**src/rtl/div_controller.sv**
```systemverilog
// Control FSM for a restoring-style shift/subtract divider datapath.
// Latency: start seen at edge 0 -> 3 load cycles, 2*ITER iteration cycles, merge, 2 output cycles, ready again at cycle 2*ITER+7.
// Backpressure: none; start is only sampled in IDLE, so requests made while busy are dropped, not queued.
// Optional feature: define DIV_CONTROLLER_DIV0_CHECK_EN to abort on a zero divisor (err pulse, back to IDLE).
module div_controller #(
  parameter int ITER  = 6,
  parameter int CNT_W = 3
) (
  input  logic       clk,
  input  logic       rst,
  input  logic       start,
  input  logic [5:0] inBus,
  output logic       ready,
  output logic       bus_take,
  output logic       out_valid,
  output logic       err,
  output logic       select_A,
  output logic       output_sel,
  output logic       ldA,
  output logic       ldQ,
  output logic       shf,
  output logic       Q_sel,
  output logic       ldQ0,
  output logic       ld_Div
);

  typedef enum logic [3:0] {
    IDLE, LD_DIV, LD_A, LD_Q, SHIFT, CALC, MERGE, OUT_Q, OUT_R, ERR
  } state_t;

  localparam logic [CNT_W-1:0] ITER_C = CNT_W'(ITER);

  state_t           state, state_nxt;
  logic [CNT_W-1:0] cnt, cnt_nxt;
  logic [CNT_W-1:0] cnt_inc;
  logic             div_zero;

  assign cnt_inc = cnt + CNT_W'(1);

`ifdef DIV_CONTROLLER_DIV0_CHECK_EN
  assign div_zero = (inBus == 6'd0);
`else
  // Operand bus is not inspected in this build; fold it into a deliberately unused net.
  logic unused_bus;
  assign unused_bus = ^inBus;
  assign div_zero   = 1'b0;
`endif

  // State and iteration counter registers; reset wins over everything.
  always_ff @(posedge clk) begin
    if (rst) begin
      state <= IDLE;
      cnt   <= '0;
    end else begin
      state <= state_nxt;
      cnt   <= cnt_nxt;
    end
  end

  // Next-state and Moore output decode; Q_sel in SHIFT also looks at the registered counter.
  always_comb begin
    state_nxt  = state;
    cnt_nxt    = cnt;
    ready      = 1'b0;
    bus_take   = 1'b0;
    out_valid  = 1'b0;
    err        = 1'b0;
    select_A   = 1'b0;
    output_sel = 1'b0;
    ldA        = 1'b0;
    ldQ        = 1'b0;
    shf        = 1'b0;
    Q_sel      = 1'b0;
    ldQ0       = 1'b0;
    ld_Div     = 1'b0;
    case (state)
      IDLE: begin
        ready = 1'b1;
        if (start) state_nxt = LD_DIV;
      end
      LD_DIV: begin
        ld_Div    = 1'b1;
        bus_take  = 1'b1;
        state_nxt = div_zero ? ERR : LD_A;
      end
      LD_A: begin
        ldA       = 1'b1;
        bus_take  = 1'b1;
        state_nxt = LD_Q;
      end
      LD_Q: begin
        ldQ       = 1'b1;
        bus_take  = 1'b1;
        cnt_nxt   = '0;
        state_nxt = SHIFT;
      end
      SHIFT: begin
        shf       = 1'b1;
        // First shift has no previous quotient bit to insert.
        Q_sel     = (cnt != '0);
        state_nxt = CALC;
      end
      CALC: begin
        ldA       = 1'b1;
        select_A  = 1'b1;
        ldQ0      = 1'b1;
        cnt_nxt   = cnt_inc;
        state_nxt = (cnt_inc < ITER_C) ? SHIFT : MERGE;
      end
      MERGE: begin
        shf       = 1'b1;
        Q_sel     = 1'b1;
        state_nxt = OUT_Q;
      end
      OUT_Q: begin
        output_sel = 1'b1;
        out_valid  = 1'b1;
        state_nxt  = OUT_R;
      end
      OUT_R: begin
        out_valid = 1'b1;
        state_nxt = IDLE;
      end
      ERR: begin
        err       = 1'b1;
        state_nxt = IDLE;
      end
      default: state_nxt = IDLE;
    endcase
  end

endmodule

```
**config.mk**
```make
export PLATFORM = sky130hd
export DESIGN_NAME = div_controller
export DESIGN_NICKNAME = d
export VERILOG_FILES = /design/src/rtl/div_controller.sv
export SDC_FILE = /design/constraint.sdc
export NUM_CORES = 1
export LEC_CHECK = 0
export BUFFER_PORTS_ARGS = -buffer_cell sky130_fd_sc_hd__clkbuf_2
export CAP_MARGIN = 10
export CORE_AREA = 2 2 39 41
export DETAILED_ROUTE_END_ITERATION = 8
export DIE_AREA = 0 0 41 43
export GPL_TIMING_DRIVEN = 0
export PLACE_DENSITY = 0.78
export SLEW_MARGIN = 20
export SYNTH_ARGS = -nofsm -noshare
export SYNTH_HDL_FRONTEND = slang
export SYNTH_SLANG_ARGS = --single-unit
export TNS_END_PERCENT = 30
```
**constraint.sdc**
```tcl
create_clock -name clk -period 1.56 [get_ports clk]
set_input_delay 0.156 -clock clk [delete_from_list [all_inputs] [get_ports clk]]
set_output_delay 0.156 -clock clk [all_outputs]
set_load 0.02 [all_outputs]
```
==> results.md <==
* CTS clk-pin slew, worst paths at 0.05 ns
* Ant diodes at 0
* Fmax at 679 MHz
* Area Growth Syn to Fin at 25.6%
* Worst Path Max Fanout at 10
* Post-synth top area share at 27.8%
* Period utilization at 94.4%
* # rows at 14
* Crit Path Class: reg -> out
* First-pass GRT wire length at 1710 um
* Clock Tree Buf Depth at 2
* Post-route ant nets at 0
* Vias at 452
* Setup TNS at 0 ns
* Max VDD drop at 452 uV
* Cell Count Post-Placement at 90
* Area used by multi-input combinational logic at 303 um^2
* Pwr Density at 741 nW/um^2
* Post-cts hold buffer count at 0
* Final min period at 1.47 ns
* Syn_area_per_cell at 8.40 um^2
* I/O Buffers at 14
* Reg2reg end: state[1]$_SDFFE_PP0P_
* Clk sinks at 7
* Ys Warns at 0
* Routability cong. at 0.809
* Seq cells post-synth at 7
* Routed wire length at 911 um
* Net count reported at finish at 90
* Core ar. at 1380 um^2
* Setup Fix Bufs, Post-CTS at 0
* Final Power at 0.469 mW
* Slew HR at 81.8%
* Depth of the CTS H-tree at 1
* Ys flop type: dfxtp_1
* Mapped Area at 504 um^2
* Final hold vios at 0
* Root buf cell: clkbuf_4
* Slowest cell on the critical path: dfxtp_4
* DR DRC count at 0
* Final cell count without fillers at 94
* # fillers at 139
* Fraction of layout cells with a size suffix above 1 at 35.9%
* Register Area at 144 um^2
* Worst path arrival time at 1.32 ns
* Clk_skew at 0.000468 ns
* Vias in the first global route at 425
* Drt wl/cell at 9.69 um
* Starting DRT DRC Count at 11
* Seq/Total Area, Yosys at 27.8%
* Vert. Die Dim at 43 um
* CP Capture Point: out_valid
* # setup viols final at 0
* Router iterations before antenna repair at 4
* Post-Syn Nets at 71
* Yosys top cell by area: dfxtp_1
* Most frequent cells in the layout: clkbuf_2 (12), nor2_1 (9), dfxtp_1 (6)
* Number of buffers created by CTS at 3
* RSZ-0062 raised after global routing: no
* Total grt overflow at 0
* Largest net degree at the start of global routing at 11
* Commonest non-fill, non-tap cell in the layout: clkbuf_2
* Initial antenna violation count at 0
* Crit-path cells: buf_6 > nand2_1 > or2_1 > o31ai_1 > buf_4
* Slew at the pin closest to its max-slew limit at 0.272 ns
* Final Max Tran Viols at 0
* CTS tree: built
* Reg-to-Reg Start: cnt[0]$_SDFFE_PP0P_
* Top cells by area, synth: dfxtp_1 (28%), nor2_1 (6.7%), nand2b_1 (6.2%)
* EDFF count, synth at 0
* Die outline area at 1760 um^2
* HP Start: rst
* Mapped Cells at 60
* CP required at 1.40 ns
* Hold WC Path Type: in -> reg
* Post-DP HPWL at 719 um
* Crit path from: state[0]$_SDFFE_PP0P_
* Vias per inst at 4.81
* Crit start category: register
* Clk_lat worst skew at 0.25 ns
* Post-synth ARST share at 0%
* Synth unique cells at 28
* Worst R2R Path Depth at 5
* Worst R2R Setup Slack at 0.24 ns
* Worst stage delay on the critical path at 0.36 ns
* Die width at 41 um
* Max cap viols at 0
* Gr usage total at 13.9%
* Crit end category: output pin
* Leakage at 0.308 nW
* Status: complete, no violations
* Io pins at 21
* Initial Util at 36.4%
## registers in the layout, indices dropped and copies added (netlist names)
name,flops
state,4
cnt,3
## area by class of cell
type	instances	share of cell area, %
Timing Repair Buffer	14	11.5
Multi-Input combinational cell	43	47.8
Sequential cell	7	22.7
Inverter	5	2.96
Buffer	5	7.71
Clock buffer	4	4.15
Tap cell	16	3.16
## worst min path at each step
stage                            end  cells after the start
3_3_place_gp   state[3]$_SDFFE_PP0P_                      2
3_5_place_dp   state[3]$_SDFFE_PP0P_                      2
2_1_floorplan  state[3]$_SDFFE_PP0P_                      1
6_report       state[3]$_SDFFE_PP0P_                      2
5_1_grt        state[2]$_SDFFE_PP0P_                      2
4_1_cts        state[3]$_SDFFE_PP0P_                      2
## where the power goes
part	switching, mW	internal (mW)
sequential	0.00772	0.186
clock	0.0670	0.0976
combinational	0.0642	0.0468
## per-layer routing
metal  wire length, um  share of wire, %  vias to the layer above  GRT usage, %
met4                12               1.3                        0          6.00
met3                32               3.5                        2          3.14
met1               431                47                      201          19.1
li1                  -                 -                      241             -
met5                 0                 0                        -             0
met2               435                48                        8          20.0
## critical path, delay by kind of cell, from the launching register on
kind,cells,cell delay [ns]
and+or+nand+nor,2,0.32
DFF,1,0.36
AOI/OAI and AO/OA,1,0.07
buffers and inverters,2,0.31
## timing repair
action	in CTS	in global routing
endpoints found under the hold margin	0	0
resized for setup	3	4
setup endpoints to repair	1	3
pin swaps	0	0
## through the flow
stage | setup slack, ns | area, um^2 | hold WS [ns] | util (%)
floorplan | 0.117 | 504 | 0.228 | -
global placement | 0.217 | 594 | 0.413 | 42.9
detailed placement | 0.228 | 594 | 0.419 | 42.9
CTS | 0.0490 | 628 | 0.157 | 45.4
global route | 0.00366 | 633 | 0.178 | 45.8
finish | 0.0873 | 633 | 0.167 | 45.8
## synth_stat cells, drive strengths merged, types with 2 or more instances
cell type  number
a211oi          2
buf             5
dfxtp           7
ha              2
inv             5
nand2           3
nand2b          5
nor2           10
nor3            2
nor3b           2
or2             2
xor2            3
## logic make-up after synthesis
kind of cell / count (synthesis) / share of synthesized area [%]
flip-flops: 7 / 27.8
adder cells (fa/ha/maj): 2 / 4.96
multiplexers: 1 / 2.98
AND/OR/NAND/NOR: 28 / 33.7
buffers and inverters: 10 / 12.2
XOR/XNOR: 3 / 5.21
AO/OA/AOI/OAI: 9 / 13.2
No activity file was read; power rests on OpenSTA's default activity.
